File: config.mk
export PLATFORM = sky130hd
export DESIGN_NAME = dmb_fifo_responder
export DESIGN_NICKNAME = d
export VERILOG_FILES = /design/src/rtl/dmb_fifo_pkg.sv /design/src/rtl/dmb_fifo_ram.sv /design/src/rtl/dmb_fifo_responder.sv
export SDC_FILE = /design/constraint.sdc
export NUM_CORES = 2
export LEC_CHECK = 0
export CORE_ASPECT_RATIO = 2
export CORE_MARGIN = 3
export CORE_UTILIZATION = 25
export DETAILED_ROUTE_END_ITERATION = 6
export RECOVER_POWER = 50
export SLEW_MARGIN = 40
export SYNTH_ARGS = -nofsm -noshare
export SYNTH_HDL_FRONTEND = slang
export SYNTH_MEMORY_MAX_BITS = 65536
export SYNTH_SLANG_ARGS = --single-unit
export TNS_END_PERCENT = 5
File: constraint.sdc
create_clock -name CLKDDU -period 7.5 [get_ports CLKDDU]
set_input_delay 1.5 -clock CLKDDU [delete_from_list [all_inputs] [get_ports CLKDDU]]
set_output_delay 1.5 -clock CLKDDU [all_outputs]
set_load 0.05 [all_outputs]
File: src/rtl/dmb_fifo_pkg.sv
// dmb_fifo_pkg
//   Shared word type and constants for the DMB data FIFO responder model.
//   DMB_WORD_W : width of one FIFO word (18 bits)
//   dmb_word_t : one FIFO word
//   DMB_FILL   : default word driven on DATAOUT while output is disabled
package dmb_fifo_pkg;

  localparam int DMB_WORD_W = 18;

  typedef logic [17:0] dmb_word_t;

  localparam dmb_word_t DMB_FILL = 18'h3BAD3;

endpackage : dmb_fifo_pkg

File: src/rtl/dmb_fifo_ram.sv
// dmb_fifo_ram
//   Simple dual-port storage for the DMB FIFO: synchronous write,
//   asynchronous read, depth 2^DEPTH_LOG2. Shaped for distributed RAM.
// Ports:
//   i_clk    : write clock
//   i_we     : write enable
//   i_waddr  : write address
//   i_wdata  : write data
//   i_raddr  : read address
//   o_rdata  : combinational read data at i_raddr
module dmb_fifo_ram
  import dmb_fifo_pkg::*;
#(
  parameter int DEPTH_LOG2 = 8
) (
  input  logic                  i_clk,
  input  logic                  i_we,
  input  logic [DEPTH_LOG2-1:0] i_waddr,
  input  dmb_word_t             i_wdata,
  input  logic [DEPTH_LOG2-1:0] i_raddr,
  output dmb_word_t             o_rdata
);

  dmb_word_t r_mem [2**DEPTH_LOG2];

  // NOTE: storage has no reset; clearing it would block distributed-RAM
  // mapping, and the pointers/count alone decide which words are valid.
  always_ff @(posedge i_clk) begin
    if (i_we) begin
      r_mem[i_waddr] <= i_wdata;
    end
  end

  assign o_rdata = r_mem[i_raddr];

endmodule : dmb_fifo_ram

File: src/rtl/dmb_fifo_responder.sv
// dmb_fifo_responder
//   Read-side model of an 18-bit DMB data FIFO answering the control
//   readout block: first-word-fall-through data, active-low read/output
//   enables, active-low "first word ready" flag and sticky error flags.
// Ports:
//   CLKDDU    : readout clock, all logic on rising edge
//   RST       : synchronous active-high reset (pointers, count, sticky flags)
//   FIFOMRST  : synchronous FIFO master reset (pointers, count only)
//   WE/WDATA  : producer write strobe and data
//   RENFIFO_B : active-low read enable, one pop per cycle
//   OEFIFO_B  : active-low output enable for DATAOUT
//   DATAOUT   : head word when enabled, FILL otherwise
//   FFOR_B    : low while at least one word is stored
//   FULL      : high when 2^DEPTH_LOG2 words are stored
//   WRDCNT    : stored word count
//   OVFL/UNFL : sticky write-while-full / read-while-empty
module dmb_fifo_responder
  import dmb_fifo_pkg::*;
#(
  parameter int        DEPTH_LOG2 = 8,
  parameter dmb_word_t FILL       = DMB_FILL
) (
  input  logic                CLKDDU,
  input  logic                RST,
  input  logic                FIFOMRST,
  input  logic                WE,
  input  dmb_word_t           WDATA,
  input  logic                RENFIFO_B,
  input  logic                OEFIFO_B,
  output dmb_word_t           DATAOUT,
  output logic                FFOR_B,
  output logic                FULL,
  output logic [DEPTH_LOG2:0] WRDCNT,
  output logic                OVFL,
  output logic                UNFL
);

  localparam logic [DEPTH_LOG2-1:0] PTR_ONE  = DEPTH_LOG2'(1);
  localparam logic [DEPTH_LOG2:0]   CNT_ONE  = (DEPTH_LOG2+1)'(1);
  localparam logic [DEPTH_LOG2:0]   CNT_ZERO = '0;
  localparam logic [DEPTH_LOG2:0]   CNT_FULL = CNT_ONE << DEPTH_LOG2;

  logic [DEPTH_LOG2-1:0] r_wr_ptr;
  logic [DEPTH_LOG2-1:0] r_rd_ptr;
  logic [DEPTH_LOG2:0]   r_count;
  logic                  r_full;
  logic                  r_ffor_b;
  logic                  r_ovfl;
  logic                  r_unfl;

  logic                  w_rd_req;
  logic                  w_rd_ok;
  logic                  w_wr_ok;
  logic                  w_ram_we;
  logic [DEPTH_LOG2:0]   w_count_nxt;
  dmb_word_t             w_rd_data;

  // A read is only honoured when something is stored; a write into a full
  // FIFO is honoured only if the same cycle frees a slot.
  assign w_rd_req = ~RENFIFO_B;
  assign w_rd_ok  = w_rd_req && (r_count != CNT_ZERO);
  assign w_wr_ok  = WE && (!r_full || w_rd_ok);
  // Requests in a reset cycle must not touch storage either.
  assign w_ram_we = w_wr_ok && !RST && !FIFOMRST;

  // NOTE: every always_comb output gets a default first, so no path can
  // leave it unassigned and infer a latch.
  always_comb begin
    w_count_nxt = r_count;
    unique case ({w_wr_ok, w_rd_ok})
      2'b10:   w_count_nxt = r_count + CNT_ONE;
      2'b01:   w_count_nxt = r_count - CNT_ONE;
      default: w_count_nxt = r_count;
    endcase
  end

  // NOTE: state registers use non-blocking assignments so every flop
  // samples pre-edge values regardless of statement order.
  always_ff @(posedge CLKDDU) begin
    if (RST) begin
      r_wr_ptr <= '0;
      r_rd_ptr <= '0;
      r_count  <= '0;
      r_full   <= 1'b0;
      r_ffor_b <= 1'b1;
      r_ovfl   <= 1'b0;
      r_unfl   <= 1'b0;
    end else if (FIFOMRST) begin
      r_wr_ptr <= '0;
      r_rd_ptr <= '0;
      r_count  <= '0;
      r_full   <= 1'b0;
      r_ffor_b <= 1'b1;
    end else begin
      if (w_wr_ok) r_wr_ptr <= r_wr_ptr + PTR_ONE;
      if (w_rd_ok) r_rd_ptr <= r_rd_ptr + PTR_ONE;
      r_count  <= w_count_nxt;
      // Flags registered from the next count so they move with the pointers.
      r_full   <= (w_count_nxt == CNT_FULL);
      r_ffor_b <= (w_count_nxt == CNT_ZERO);
      if (WE && !w_wr_ok)       r_ovfl <= 1'b1;
      if (w_rd_req && !w_rd_ok) r_unfl <= 1'b1;
    end
  end

  dmb_fifo_ram #(
    .DEPTH_LOG2 (DEPTH_LOG2)
  ) u_ram (
    .i_clk   (CLKDDU),
    .i_we    (w_ram_we),
    .i_waddr (r_wr_ptr),
    .i_wdata (WDATA),
    .i_raddr (r_rd_ptr),
    .o_rdata (w_rd_data)
  );

  assign DATAOUT = OEFIFO_B ? FILL : w_rd_data;
  assign FFOR_B  = r_ffor_b;
  assign FULL    = r_full;
  assign WRDCNT  = r_count;
  assign OVFL    = r_ovfl;
  assign UNFL    = r_unfl;

endmodule : dmb_fifo_responder

**Yosys cells after proc, flatten, opt, wreduce, memory -nomap -nowiden**

Memories as Yosys holds them, arrays and structs flattened. A register that Yosys moved wholly into a read port is not among the register bits.
Index checks and enable logic that the tools add are counted.

- Bits in registers: 29
- Bits in latches: 0
- Memory bits (writable): 4608
- Memory bits (read-only): 0
- Bits of input ports: 24
- Output and inout port bits: 31
- Logic and storage cells: 40
- Memories: 1

- Add/sub/neg operators: 4
- Multipliers: 0
- Divide/modulo/power cells: 0
- $lt $le $gt $ge: 0
- Equal/unequal tests: 3
- Shifts and indexed selects: 0
- Muxes and demuxes: 6
- Bitwise operators: 2
- Reductions and logical operators: 17

Memories:

| name | words | width | read ports | clocked after Yosys merged registers in | write ports | RTL line | text |
|---|---|---|---|---|---|---|---|
| u_ram.r_mem | 256 | 18 | 1 | 1 | 1 | dmb_fifo_ram.sv:24 | `dmb_word_t r_mem [2**DEPTH_LOG2];` |

Operator list:

| operator | number |
|---|---|
| 2-to-1 mux 18 bit | 1 |
| one-hot mux 9 bit (2 select lines) | 1 |
| adder 8 x 1 -> 8 bit (second input constant) | 2 |
| 2-to-1 mux 8 bit | 2 |
| adder 9 x 1 -> 9 bit (second input constant) | 1 |
| == test 9 bit (second input constant) | 1 |
| zero test 9 bit | 1 |
| nonzero test 9 bit | 1 |
| subtractor 9 x 1 -> 9 bit (second input constant) | 1 |
| logical AND 1 bit | 6 |
| zero test 1 bit | 5 |
| AND reduction 2 bit | 2 |
| == test 2 x 1 -> 1 bit (second input constant) | 1 |
| == test 2 bit (second input constant) | 1 |
| 2-to-1 mux 1 bit | 2 |
| NOT 1 bit | 2 |
| OR reduction 2 bit | 1 |
| logical OR 1 bit | 1 |

**Depth between registers and ports, before layout**

- Depth in word-level cells: 8
- Depth in mapped cells: 16
- Depth with buffers taken out: 13

**Hierarchy**

A second synthesis with hierarchy kept.

- Cells, all modules: 8467
- Area total of the unflattened synthesis: 179584.7 µm²

Modules (own cells, without submodules):

| module | times used | cells each | area an instance (µm²) | seq. area each (µm²) |
|---|---|---|---|---|
| dmb_fifo_ram | 1 | 8263 | 177861.8 | 138372.7 |
| dmb_fifo_responder | 1 | 204 | 1722.9 | 580.6 |

**Worst setup path before layout**

OpenSTA, ideal clock, no wires.

- Path type: input to register
- From: in RENFIFO_B
- To: reg r_full (netlist: FULL)
- Setup time: 78 ps
- Arrival time: 4299 ps
- Required time: 7422 ps
- Setup slack: 3123 ps
- Stages on the path: 14
- Buffers on the path: 2
- Path through: a31oi_4 o21ai_2 ha_1 clkbuf_1 buf_2 xor2_1 ha_1 or4_1 o221ai_1 o21ai_0 a21o_1 a221o_1 xor2_1 nor3_1

- Word-level cells in the longest chain between the ends: 7
- Elaborated cells on any way between the ends: 8
- Those cells by class: eq/ne: 3; mux: 1; bitwise: 1; reduce/logical: 3

RTL lines:

| what | RTL line | text |
|---|---|---|
| from (decl) | dmb_fifo_responder.sv:28 | `input logic RENFIFO_B,` |
| NOT 1 bit * | dmb_fifo_responder.sv:60 | `assign w_rd_req = ~RENFIFO_B;` |
| logical AND 1 bit * | dmb_fifo_responder.sv:61 | `assign w_rd_ok = w_rd_req && (r_count != CNT_ZERO);` |
| logical OR 1 bit | dmb_fifo_responder.sv:62 | `assign w_wr_ok = WE && (!r_full \|\| w_rd_ok);` |
| logical AND 1 bit | dmb_fifo_responder.sv:62 |  |
| == test 2 x 1 -> 1 bit / == test 2 bit (equally long branches) | dmb_fifo_responder.sv:70 | `unique case ({w_wr_ok, w_rd_ok})` |
| one-hot mux 9 bit (2 select lines) * | dmb_fifo_responder.sv:70 |  |
| == test 9 bit * | dmb_fifo_responder.sv:99 | `r_full <= (w_count_nxt == CNT_FULL);` |
| to (signal assigned) | dmb_fifo_responder.sv:99 |  |
| to (decl) | dmb_fifo_responder.sv:46 | `logic r_full;` |

Every way passes the cells marked *; elsewhere a longest branch is shown, timed or not.
A chain may end at the register's enable or synchronous reset.

==> results.json <==
{
  "status": "finished with violations",
  "violations": "capacitance limit, slew limit",
  "cts_sinks": 4645,
  "cts_buffers": 399,
  "die_h_um": 1200,
  "avgSynthCellArea_um2": 22.7,
  "place_area_um2": 195000,
  "pwr_density_cell_nw_per_um2": 246,
  "period_minus_slack_ps": 7490,
  "fmax_mhz": 133,
  "fin_util_pct": 29.1,
  "gp_congestion": 0.888,
  "grt_pass1_vias": 87960,
  "reg2regPathDepth": 9,
  "post_drt_wl_per_cell_um": 29.5,
  "worst-setup-path-type": "flop to output port",
  "dieArea_um2": 725000,
  "yosys_warnings": 0,
  "final_area_um2": 207000,
  "r2r-start": "WRDCNT[1]$_SDFF_PP0_",
  "period_share_pct": 99.9,
  "cp-end-kind": "output port",
  "cts_tree": "yes",
  "ff2ff_setup_slack_ps": 1200,
  "portBuffers": 54,
  "rows": 438,
  "wirelength_um": 540000,
  "track_usage_pct": 14.5,
  "drive_above_1_share_pct": 30.3,
  "synth_seq_area_share_pct": 77.9,
  "drc": 0,
  "io_pins": 55,
  "worstMarginPinSlew_ps": 6490,
  "cts_hold_buf": 0,
  "synth-edff-count": 4608,
  "antenna_found_initial": 40,
  "rsz0062_at_grt": "false",
  "initialDrtViolationCount": 9730,
  "required_ps": 6000,
  "critPathArrivalTime_ps": 5990,
  "power_leakage_nw": 59.8,
  "fp.dieW_um": 604,
  "cts_root_buf": "clkbuf_16",
  "path_max_fanout": 27,
  "synth_seq_cells": 4645,
  "vias": 86199,
  "nets": 8468,
  "synthCells": 7859,
  "crit_end": "DATAOUT[16]",
  "ant_nets": 0,
  "overflow": 0,
  "slew_headroom_pct": -333,
  "syn_area_um2": 179000,
  "r2r_end": "u_ram.r_mem[117][13]$_DFFE_PP_",
  "peakVddDrop_mv": 0.186,
  "grt_pass1_wl_um": 737000,
  "skew_ps": 111,
  "drt-vias-per-instance": 4.71,
  "clk_path_buf_depth": 5,
  "clkTransAtPathRegs_ps": 70,
  "syn-num-nets": 7891,
  "max_cap_violations": 61,
  "htree_levels": 5,
  "hold_class": "flop to flop",
  "core_area_um2": 711000,
  "insertion_delay_ps": 1050,
  "areaGrowthSynthToFinish_pct": 16.0,
  "drtPass1Iterations": 6,
  "synthFlopType": "edfxtp_1",
  "start_kind": "flop",
  "grt_max_degree": 157,
  "async_reset_ff_share_pct": 0,
  "setup_viol": 0,
  "start_util_pct": 25.1,
  "slew_violations": 4085,
  "finalHoldViolations": 0,
  "dpl.hpwl_um": 353000,
  "synth_cell_types": 74
}
cell type report:
type                       instances  area, µm²
fill                           69201     504000
timing repair buffer             632       5290
inverter                           7       26.3
clock buffer                     463      10300
clock inverter                   252       2430
tap                             9460      11800
multi-input combinational       2751      37900
antenna                          105        263
sequential                      4645     139000
cell usage in the layout, fill, tap and decap left out, types with 15 or more instances in the layout:
master,netlist,final
buf_4,79,483
a22o_1,18,18
nand4_1,30,30
nand2_2,0,16
a22oi_1,100,100
nor2_2,0,182
o22ai_1,71,67
nor2b_1,63,57
xor2_1,15,15
edfxtp_1,4608,4608
clkdlybuf4s50_1,0,17
clkinv_2,0,67
mux4_2,1160,1160
o221ai_1,20,19
nor2_1,301,110
clkbuf_16,0,403
nor3_1,33,32
a21oi_1,74,73
nand2_1,113,96
or4_1,22,22
buf_12,0,49
a211oi_1,82,80
or2_2,19,19
clkinv_1,0,97
o21ai_0,33,32
bufinv_16,0,44
a221oi_1,33,33
diode_2,0,105
mux2_2,84,84
mux2i_1,235,232
clkbuf_1,139,113
dfxtp_1,37,29
clkbuf_2,0,15
nand3_1,36,32
critical path, stage by stage (launching register included):
cell and delay (ps):
dfxtp_4 650, buf_4 460, buf_4 540, mux2_2 430, o22ai_2 390, a2111oi_0 230
nor2_1 700, o21ai_0 540, a2111o_1 680, buf_4 280
cells in the mapped netlist (15+ instances only):
cell / n / area (µm²)
nor2b_1: 63 / 394
or2_2: 19 / 119
o21ai_0: 33 / 165
a21oi_1: 74 / 370
nand3_1: 36 / 180
a22o_1: 18 / 158
nand2_1: 113 / 424
nand4_1: 30 / 188
or4_1: 22 / 165
a211oi_1: 82 / 616
o221ai_1: 20 / 175
nor3_1: 33 / 165
clkbuf_1: 139 / 522
nor4_1: 15 / 93.8
dfxtp_1: 37 / 741
buf_2: 190 / 951
buf_1: 19 / 71.3
o22ai_1: 71 / 444
mux4_2: 1160 / 26100
edfxtp_1: 4608 / 138000
buf_4: 79 / 593
nor2_1: 301 / 1130
mux2i_1: 235 / 2350
a22oi_1: 100 / 751
mux2_2: 84 / 946
xor2_1: 15 / 131
buf_6: 29 / 327
a221oi_1: 33 / 289
sequential cells by signal, indices dropped and copies added, names as in the netlist, named ones only:
name         flops
r_wr_ptr         8
UNFL             1
FULL             1
r_rd_ptr         8
OVFL             1
u_ram.r_mem   4608
FFOR_B           1
WRDCNT           9
cells by family (layout without fill, tap and decap cells):
family / count (synthesis) / after routing / share of synthesized area (%)
DFF: 4645 / 4645 / 77.9
muxes: 1479 / 1479 / 16.5
and+or+nand+nor: 691 / 691 / 1.84
AOI/OAI and AO/OA: 551 / 551 / 2.25
buffers and inverters: 463 / 1354 / 1.39
xor gates and xnor gates: 22 / 22 / 0.108
adders and majority gates: 8 / 8 / 0.0560
other: 0 / 105 / 0
worst min-delay path by stage:
stage                               end  cells past startpoint                     start
2_1_floorplan  r_wr_ptr[1]$_SDFFE_PP0P_                      2  r_wr_ptr[1]$_SDFFE_PP0P_
3_3_place_gp          UNFL$_SDFFE_PP0P_                      2         UNFL$_SDFFE_PP0P_
3_5_place_dp          OVFL$_SDFFE_PP0P_                      2         OVFL$_SDFFE_PP0P_
4_1_cts               OVFL$_SDFFE_PP0P_                      2         OVFL$_SDFFE_PP0P_
5_1_grt               OVFL$_SDFFE_PP0P_                      2         OVFL$_SDFFE_PP0P_
6_report              OVFL$_SDFFE_PP0P_                      2         OVFL$_SDFFE_PP0P_
through the flow:
step | worst slack [ps] | std cells | TNS (ps) | power [mW] | hold WS [ps]
5_1_grt | 75.7 | 18296 | 0 | 52.2 | 526
4_1_cts | 45.5 | 18203 | 0 | 51.3 | 494
3_5_place_dp | 382 | 17482 | 0 | 30.6 | 471
6_report | 7.10 | 18315 | 0 | 50.9 | 491
2_1_floorplan | 3120 | 7859 | 0 | 29.7 | 482
3_3_place_gp | -263 | 17464 | -263 | 30.5 | 466
what timing repair did:
item	in CTS	in global routing
setup buffers	5	0
endpoints found under the setup margin	3	0
hold endpoints to repair	0	0
gates resized for setup	4	0
metal layers:
layer | track usage [%] | up-vias | share of wire [%]
li1 | - | 34701 | -
met5 | 0 | - | 0.014
met4 | 11.2 | 10 | 9.0
met2 | 27.1 | 3565 | 54
met3 | 1.83 | 1057 | 5.3
met1 | 14.5 | 46866 | 31
where the power goes:
part / total [mW] / switching (mW) / internal, mW
clock network: 20.9 / 9.49 / 11.4
registers: 28.6 / 0.00843 / 28.6
logic: 1.43 / 0.998 / 0.429
total: 50.9 / 10.5 / 40.4
No activity file was read; power rests on OpenSTA's default activity.
